<file path="src/rtl/fxp_sched_pkg.sv">
// Shared definitions for the fixed-point stream scheduler.
// Holds the operator-select encodings, the scheduler state enum, the
// datapath width constants and the add/sub result sign-extension helper.
package fxp_sched_pkg;

  localparam int unsigned A_W    = 17;  // operand width (Q3.14 / Q5.12)
  localparam int unsigned ADD_W  = 18;  // add/sub unit result width
  localparam int unsigned RES_W  = 34;  // mul result and output stream width
  localparam int unsigned ADDR_W = 16;  // sample address / length width

  typedef enum logic [1:0] {
    OP_ADD = 2'b00,
    OP_SUB = 2'b01,
    OP_MUL = 2'b10,
    OP_RSV = 2'b11   // reserved, behaves as add
  } op_sel_t;

  typedef enum logic [1:0] {
    S_IDLE,
    S_RUN,
    S_DRAIN,
    S_DONE
  } state_t;

  function automatic logic [RES_W-1:0] sext_add(input logic [ADD_W-1:0] v);
    return {{(RES_W-ADD_W){v[ADD_W-1]}}, v};
  endfunction

endpackage

</file>
<file path="src/rtl/res_fifo.sv">
// Synchronous show-ahead result FIFO.
// Ports:
//   clk, rst      clock and synchronous active-high reset
//   flush         drop all entries (same effect as reset on pointers/count)
//   push/push_data write side; a push while full is accepted only with a pop
//   pop           read side; ignored while empty
//   head          entry at the read pointer, valid whenever !empty
//   count, empty  occupancy
module res_fifo #(
  parameter int unsigned WIDTH = 34,
  parameter int unsigned DEPTH = 4
) (
  input  logic                       clk,
  input  logic                       rst,
  input  logic                       flush,
  input  logic                       push,
  input  logic [WIDTH-1:0]           push_data,
  input  logic                       pop,
  output logic [WIDTH-1:0]           head,
  output logic [$clog2(DEPTH):0]     count,
  output logic                       empty
);

  localparam int unsigned PTR_W = $clog2(DEPTH);
  localparam int unsigned CNT_W = PTR_W + 1;

  logic [WIDTH-1:0] mem [DEPTH];
  logic [PTR_W-1:0] wr_ptr;
  logic [PTR_W-1:0] rd_ptr;
  logic             full;
  logic             wr_en;
  logic             rd_en;

  assign full  = (count == CNT_W'(DEPTH));
  assign empty = (count == '0);
  assign rd_en = pop && !empty;
  assign wr_en = push && (!full || rd_en);
  assign head  = mem[rd_ptr];

  always_ff @(posedge clk) begin
    if (wr_en) begin
      mem[wr_ptr] <= push_data;
    end
  end

  always_ff @(posedge clk) begin
    if (rst || flush) begin
      wr_ptr <= '0;
      rd_ptr <= '0;
      count  <= '0;
    end else begin
      if (wr_en) begin
        wr_ptr <= wr_ptr + 1'b1;
      end
      if (rd_en) begin
        rd_ptr <= rd_ptr + 1'b1;
      end
      count <= count + CNT_W'(wr_en) - CNT_W'(rd_en);
    end
  end

endmodule

</file>
<file path="src/rtl/fxp_stream_sched.sv">
// Fixed-point stream scheduler: reads cfg_len sample pairs from memory,
// feeds them to shared add/sub/mul units and streams the selected result
// out through a credit-protected result FIFO.
// Ports:
//   clk, rst                      clock, synchronous active-high reset
//   start, abort, op_sel, cfg_len run control
//   mem_rd_en, mem_addr           sample read request
//   mem_a_data, mem_b_data        read data, valid the cycle after mem_rd_en
//   op_a, op_b, op_valid          operands to the external units
//   res_add, res_sub, res_mul     unit results, OP_LAT cycles after op_valid
//   out_data, out_valid, out_ready result stream
//   busy, done, sample_idx        status; sample_idx is next address to issue
module fxp_stream_sched
  import fxp_sched_pkg::*;
#(
  parameter int unsigned NUM_MAX    = 48000,
  parameter int unsigned FIFO_DEPTH = 4,
  parameter int unsigned OP_LAT     = 1
) (
  input  logic              clk,
  input  logic              rst,
  input  logic              start,
  input  logic              abort,
  input  logic [1:0]        op_sel,
  input  logic [15:0]       cfg_len,
  output logic              mem_rd_en,
  output logic [15:0]       mem_addr,
  input  logic [16:0]       mem_a_data,
  input  logic [16:0]       mem_b_data,
  output logic [16:0]       op_a,
  output logic [16:0]       op_b,
  output logic              op_valid,
  input  logic [17:0]       res_add,
  input  logic [17:0]       res_sub,
  input  logic [33:0]       res_mul,
  output logic [33:0]       out_data,
  output logic              out_valid,
  input  logic              out_ready,
  output logic              busy,
  output logic              done,
  output logic [15:0]       sample_idx
);

  localparam int unsigned CNT_W = $clog2(FIFO_DEPTH) + 1;

  state_t              state;
  state_t              state_nxt;
  op_sel_t             sel_q;
  logic [ADDR_W-1:0]   len_q;
  logic [ADDR_W-1:0]   idx_q;
  logic [ADDR_W-1:0]   addr_q;
  logic [ADDR_W-1:0]   len_clamped;
  logic                rd_q;
  logic                rd_d1;
  logic                opv_q;
  logic [OP_LAT-1:0]   lat_sr;
  logic [A_W-1:0]      a_q;
  logic [A_W-1:0]      b_q;
  logic [CNT_W-1:0]    inflight_q;
  logic [CNT_W-1:0]    inflight_nxt;
  logic [CNT_W-1:0]    fifo_count;
  logic [CNT_W-1:0]    count_nxt;
  logic                fifo_empty;
  logic [RES_W-1:0]    fifo_head;
  logic [RES_W-1:0]    push_data;
  logic                push;
  logic                pop;
  logic                start_acc;
  logic                start_go;
  logic                abort_hit;
  logic                credit_ok;
  logic                issue;
  logic                last_issue;
  logic                busy_s;
  logic                done_s;

  assign len_clamped = (32'(cfg_len) > NUM_MAX) ? ADDR_W'(NUM_MAX) : cfg_len;
  assign start_acc   = start && (state == S_IDLE);
  assign start_go    = start_acc && (len_clamped != '0);
  assign abort_hit   = abort && ((state == S_RUN) || (state == S_DRAIN));

  // Credits cover both queued results and reads still in the pipeline,
  // so every issued read is guaranteed a FIFO slot when it arrives.
  assign credit_ok  = (32'(fifo_count) + 32'(inflight_q)) < FIFO_DEPTH;
  // The first read issues on the start edge so it appears in the first
  // RUN cycle.
  assign issue      = !abort_hit &&
                      (start_go || ((state == S_RUN) && (idx_q < len_q) && credit_ok));
  assign last_issue = issue && (state == S_RUN) && ((32'(idx_q) + 32'd1) == 32'(len_q));

  assign push         = lat_sr[OP_LAT-1];
  assign pop          = out_valid && out_ready;
  assign inflight_nxt = inflight_q + CNT_W'(issue) - CNT_W'(push);
  assign count_nxt    = fifo_count + CNT_W'(push) - CNT_W'(pop);

  always_comb begin
    push_data = sext_add(res_add);
    case (sel_q)
      OP_SUB:  push_data = sext_add(res_sub);
      OP_MUL:  push_data = res_mul;
      default: push_data = sext_add(res_add);
    endcase
  end

  // State register
  always_ff @(posedge clk) begin
    if (rst) begin
      state <= S_IDLE;
    end else begin
      state <= state_nxt;
    end
  end

  // Next-state logic. DRAIN exits on the projected next-cycle occupancy so
  // done lands in the cycle right after the final result is taken.
  always_comb begin
    state_nxt = state;
    case (state)
      S_IDLE: begin
        if (start) begin
          state_nxt = (len_clamped != '0) ? S_RUN : S_DONE;
        end
      end
      S_RUN: begin
        if (abort) begin
          state_nxt = S_IDLE;
        end else if ((idx_q >= len_q) || last_issue) begin
          state_nxt = S_DRAIN;
        end
      end
      S_DRAIN: begin
        if (abort) begin
          state_nxt = S_IDLE;
        end else if ((inflight_nxt == '0) && (count_nxt == '0)) begin
          state_nxt = S_DONE;
        end
      end
      S_DONE:  state_nxt = S_IDLE;
      default: state_nxt = S_IDLE;
    endcase
  end

  // FSM outputs
  always_comb begin
    busy_s = 1'b0;
    done_s = 1'b0;
    case (state)
      S_RUN, S_DRAIN: busy_s = 1'b1;
      S_DONE:         done_s = 1'b1;
      default: ;
    endcase
  end

  // Read issue, operand staging and result-latency tracking
  always_ff @(posedge clk) begin
    if (rst) begin
      rd_q       <= '0;
      rd_d1      <= '0;
      opv_q      <= '0;
      lat_sr     <= '0;
      inflight_q <= '0;
      idx_q      <= '0;
      addr_q     <= '0;
      len_q      <= '0;
      sel_q      <= OP_ADD;
      a_q        <= '0;
      b_q        <= '0;
    end else if (abort_hit) begin
      rd_q       <= '0;
      rd_d1      <= '0;
      opv_q      <= '0;
      lat_sr     <= '0;
      inflight_q <= '0;
      idx_q      <= '0;
    end else begin
      rd_q       <= issue;
      rd_d1      <= rd_q;
      opv_q      <= rd_d1;
      lat_sr     <= (lat_sr << 1) | OP_LAT'(opv_q);
      inflight_q <= inflight_nxt;
      if (rd_d1) begin
        a_q <= mem_a_data;
        b_q <= mem_b_data;
      end
      if (start_acc) begin
        len_q  <= len_clamped;
        sel_q  <= op_sel_t'(op_sel);
        addr_q <= '0;
        idx_q  <= start_go ? ADDR_W'(1) : '0;
      end else if (issue) begin
        addr_q <= idx_q;
        idx_q  <= idx_q + 1'b1;
      end
    end
  end

  res_fifo #(
    .WIDTH (RES_W),
    .DEPTH (FIFO_DEPTH)
  ) u_res_fifo (
    .clk       (clk),
    .rst       (rst),
    .flush     (abort_hit),
    .push      (push),
    .push_data (push_data),
    .pop       (pop),
    .head      (fifo_head),
    .count     (fifo_count),
    .empty     (fifo_empty)
  );

  // Outputs are forced low combinationally while reset is held.
  assign mem_rd_en  = rd_q & ~rst;
  assign mem_addr   = rst ? '0 : addr_q;
  assign op_a       = rst ? '0 : a_q;
  assign op_b       = rst ? '0 : b_q;
  assign op_valid   = opv_q & ~rst;
  assign out_valid  = ~fifo_empty & ~rst;
  assign out_data   = rst ? '0 : fifo_head;
  assign busy       = busy_s & ~rst;
  assign done       = done_s & ~rst;
  assign sample_idx = rst ? '0 : idx_q;

endmodule

</file>
<file path="config.mk">
export PLATFORM = sky130hd
export DESIGN_NAME = fxp_stream_sched
export DESIGN_NICKNAME = d
export VERILOG_FILES = /design/src/rtl/fxp_sched_pkg.sv /design/src/rtl/res_fifo.sv /design/src/rtl/fxp_stream_sched.sv
export SDC_FILE = /design/constraint.sdc
export NUM_CORES = 1
export LEC_CHECK = 0
export BUFFER_PORTS_ARGS = -buffer_cell sky130_fd_sc_hd__buf_4
export CAP_MARGIN = 20
export CELL_PAD_IN_SITES_DETAIL_PLACEMENT = 1
export CELL_PAD_IN_SITES_GLOBAL_PLACEMENT = 1
export CORE_MARGIN = 2
export CORE_UTILIZATION = 25
export CTS_BUF_LIST = sky130_fd_sc_hd__clkbuf_2
export DETAILED_ROUTE_END_ITERATION = 10
export PLACE_DENSITY = 0.52
export SYNTH_ARGS = -nofsm -noshare
export SYNTH_HDL_FRONTEND = slang
export SYNTH_HIERARCHICAL = 1
export SYNTH_SLANG_ARGS = --single-unit
</file>
<file path="constraint.sdc">
create_clock -name clk -period 5.3 [get_ports clk]
set_input_delay 0.265 -clock clk [delete_from_list [all_inputs] [get_ports clk]]
set_output_delay 0.265 -clock clk [all_outputs]
set_load 0.02 [all_outputs]
</file>
==> impl_metrics.tcl <==
set metrics [dict create \
    crit_fanout 11 \
    synth-edff-count 136 \
    htreeDepth 3 \
    synthCells 951 \
    grt_pass1_wl_microns 57900 \
    whs_ns 0.173 \
    dpl.cell_count 1740 \
    layout.cells.non_filler 2044 \
    peakVddDrop_uv 220 \
    grt_overflow 0 \
    fin_area_sq_um 16000 \
    worstPathArrival_ns 5.78 \
    hold_viol_final 0 \
    setup_slack_ns 0.352 \
    start_kind "flop" \
    place_congestion 0.794 \
    ys_seq_area_share_pct 54.8 \
    grt_pass1_vias 10200 \
    r2r-end "state[0]" \
    synth_seq_cells 238 \
    cap_violations 0 \
    min_period_ns 4.95 \
    antenna_found_initial 3 \
    fillers 4969 \
    drt_pass1_iterations 4 \
    clock.fmax_mhz 202 \
    endpoint "state[0]" \
    p_leak_nw 6.27 \
    netlist-cell-type-count 67 \
    start_util_pct 25.3 \
    die_w_microns 215 \
    finalClockSkew_ns 0.0497 \
    slew_headroom_pct 31.0 \
    nNetsFinal 1567 \
    syn_area_sq_um 11200 \
    post-place-ws_ns 0.326 \
    drt_iter0_markers 481 \
    routed_wl_microns 36900 \
    final_core_util_pct 36.3 \
    clk_pin_slew_ns 0.09 \
    postCtsSetupRepairBufs 0 \
    yosysTopAreaCell "edfxtp_1" \
    cts_made_buffers 72 \
    coreArea_sq_um 44200 \
    synth_area_per_cell_sq_um 11.8 \
    placed_cell_area_sq_um 13600 \
    outcome "finished, final reports clean" \
    worstHoldPathType "input pin to flop" \
    wl_per_cell_microns 18.1 \
    cts_tree "built" \
    synth_common_cells "edfxtp_1, nor2b_1, dfxtp_1" \
    cp-end-kind "flop" \
    rows 77 \
    total_power_mw 5.85 \
    worst_r2r_path_depth 19 \
    port_buffers 231 \
    ys_top_cells_by_area "edfxtp_1, dfxtp_1, mux4_2" \
    drive_gt1_share_pct 29.3 \
    max_slew.worst_pin.slew_ns 1.04 \
    async_flop_share_pct 0 \
    detail_route.vias_per_cell 4.54 \
    num_io_pins 232 \
    drtAntennaViolNets 0 \
    grt_setup_unrepaired "no" \
    grt_usage_pct 16.0 \
    die-area_sq_um 46400 \
    crit_start "idx_q[1]" \
    grt_max_degree 75 \
    synth_top_area_share_pct 36.5 \
    crit_required_ns 6.13 \
    finalSetupViolations 0 \
    dp_hpwl_microns 23500 \
    syn_nets 1117 \
    crit_type "flop to flop" \
    ys.flop_type "edfxtp_1" \
    cts.sinks 238 \
    clockRootBuffer "clkbuf_2" \
    finalCritPeriodShare_pct 93.4 \
    synth.most_common_cell "edfxtp_1" \
    maxSlewViolCount 0 \
    power.density_nw_per_um2 365 \
    ys.warnings.count 6 \
    drc 0 \
    insertion_delay_ns 0.95 \
    r2r_start "idx_q[1]" \
    clock_path_buffers 3 \
    fp.dieH_microns 215 \
    setup_tns_ns 0 \
    r2r_slack_ns 0.35 \
    vias 9285 \
    syn_to_final_growth_pct 43.4 \
]
cells by family (layout without fill, tap and decap cells):
family	after synthesis	count (layout)	synth area share [%]
other	0	3	0
adder cells (fa/ha/maj)	39	39	4.57
XOR/XNOR	30	30	2.61
AO/OA/AOI/OAI	186	186	11.6
multiplexers	40	40	7.39
flip-flops	238	238	54.8
buffers and inverters	104	602	3.79
AND/OR/NAND/NOR	314	314	15.2
power by group:
part | switching (mW) | internal (mW)
clock network | 0.847 | 0.514
registers | 0.101 | 2.22
logic | 1.26 | 0.911
total | 2.20 | 3.65
sequential cells by signal, summed over array words and instances (netlist names), named ones only:
name	count
opv_q	1
rd_d1	1
addr_q	16
u_res_fifo/wr_ptr	2
idx_q	16
a_q	17
b_q	17
u_res_fifo/rd_ptr	2
u_res_fifo/mem	136
state	2
len_q	16
u_res_fifo/count	3
inflight_q	3
sel_q	2
rd_q	1
lat_sr	1
worst min path at each step:
| stage | start | end | slack, ns | cells after the start |
|---|---|---|---|---|
| after global placement | rd_d1 | opv_q | 0.45 | 2 |
| after floorplan | rst | u_res_fifo/count[2] | 0.34 | 1 |
| after CTS | cfg_len[14] | len_q[14] | 0.02 | 4 |
| final | cfg_len[14] | len_q[14] | 0.17 | 4 |
| after detailed placement | rd_d1 | opv_q | 0.47 | 2 |
| after global routing | cfg_len[11] | len_q[11] | 0.09 | 4 |
final cells by class:
| type | instances | area, sq um | share of cell area [%] |
|---|---|---|---|
| Inverter | 43 | 161 | 1.01 |
| Clock buffer | 100 | 500 | 3.12 |
| Sequential cell | 238 | 6130 | 38.2 |
| Antenna cell | 3 | 7.51 | 0.0468 |
| Clock inverter | 22 | 110 | 0.687 |
| Timing Repair Buffer | 437 | 3730 | 23.3 |
| Multi-Input combinational cell | 609 | 4660 | 29.0 |
| Tap cell | 592 | 741 | 4.62 |
critical path, stage by stage, from the launching register on:
cell and delay, ns:
dfxtp_1 0.52, ha_1 0.31, nor2b_1 0.13, o21bai_1 0.11, a2111oi_0 0.13, buf_4 0.17, or3_1 0.40, o22ai_4 0.34
inv_1 0.26, ha_1 0.34, inv_1 0.04, ha_1 0.18, fa_1 0.46, nor4b_1 0.31, nand3_1 0.14, a21oi_1 0.22
nand3_1 0.16, nor4_4 0.23, a311oi_1 0.14, a211oi_1 0.24
routing by layer:
| metal | vias up | wire length (microns) | GRT usage [%] |
|---|---|---|---|
| li1 | 4429 | - | - |
| met2 | 268 | 17600 | 26.7 |
| met1 | 4512 | 16000 | 19.2 |
| met3 | 76 | 2420 | 5.27 |
| met5 | - | 0 | 0 |
| met4 | 0 | 951 | 5.70 |
repair_timing:
| action | 4_1_cts | 5_1_grt |
|---|---|---|
| setup endpoints to repair | 0 | 2 |
| endpoints found under the hold margin | 214 | 0 |
| resized for setup | 0 | 1 |
| hold buffers | 178 | 0 |
cells in the final DEF (no fill, tap or decap), types with 4 or more instances in the layout:
cell,n
buf_4,258
dlygate4sd3_1,178
edfxtp_1,136
nor2b_1,105
dfxtp_1,101
clkbuf_2,100
nand2_1,66
nor2_1,50
inv_1,43
a22oi_1,42
ha_1,36
o22a_1,34
mux4_2,34
a21oi_1,31
o21ai_0,27
nor3_1,15
nand4_1,15
xnor2_1,15
nand3_1,14
xor2_1,13
clkinv_1,11
o21a_1,10
and2_1,9
a31oi_1,8
mux2i_1,6
and3_2,6
a221oi_1,6
clkinv_2,5
or3_1,4
a211oi_1,4
nand2b_1,4
nor4_1,4
(Power assumes the default switching activity.)
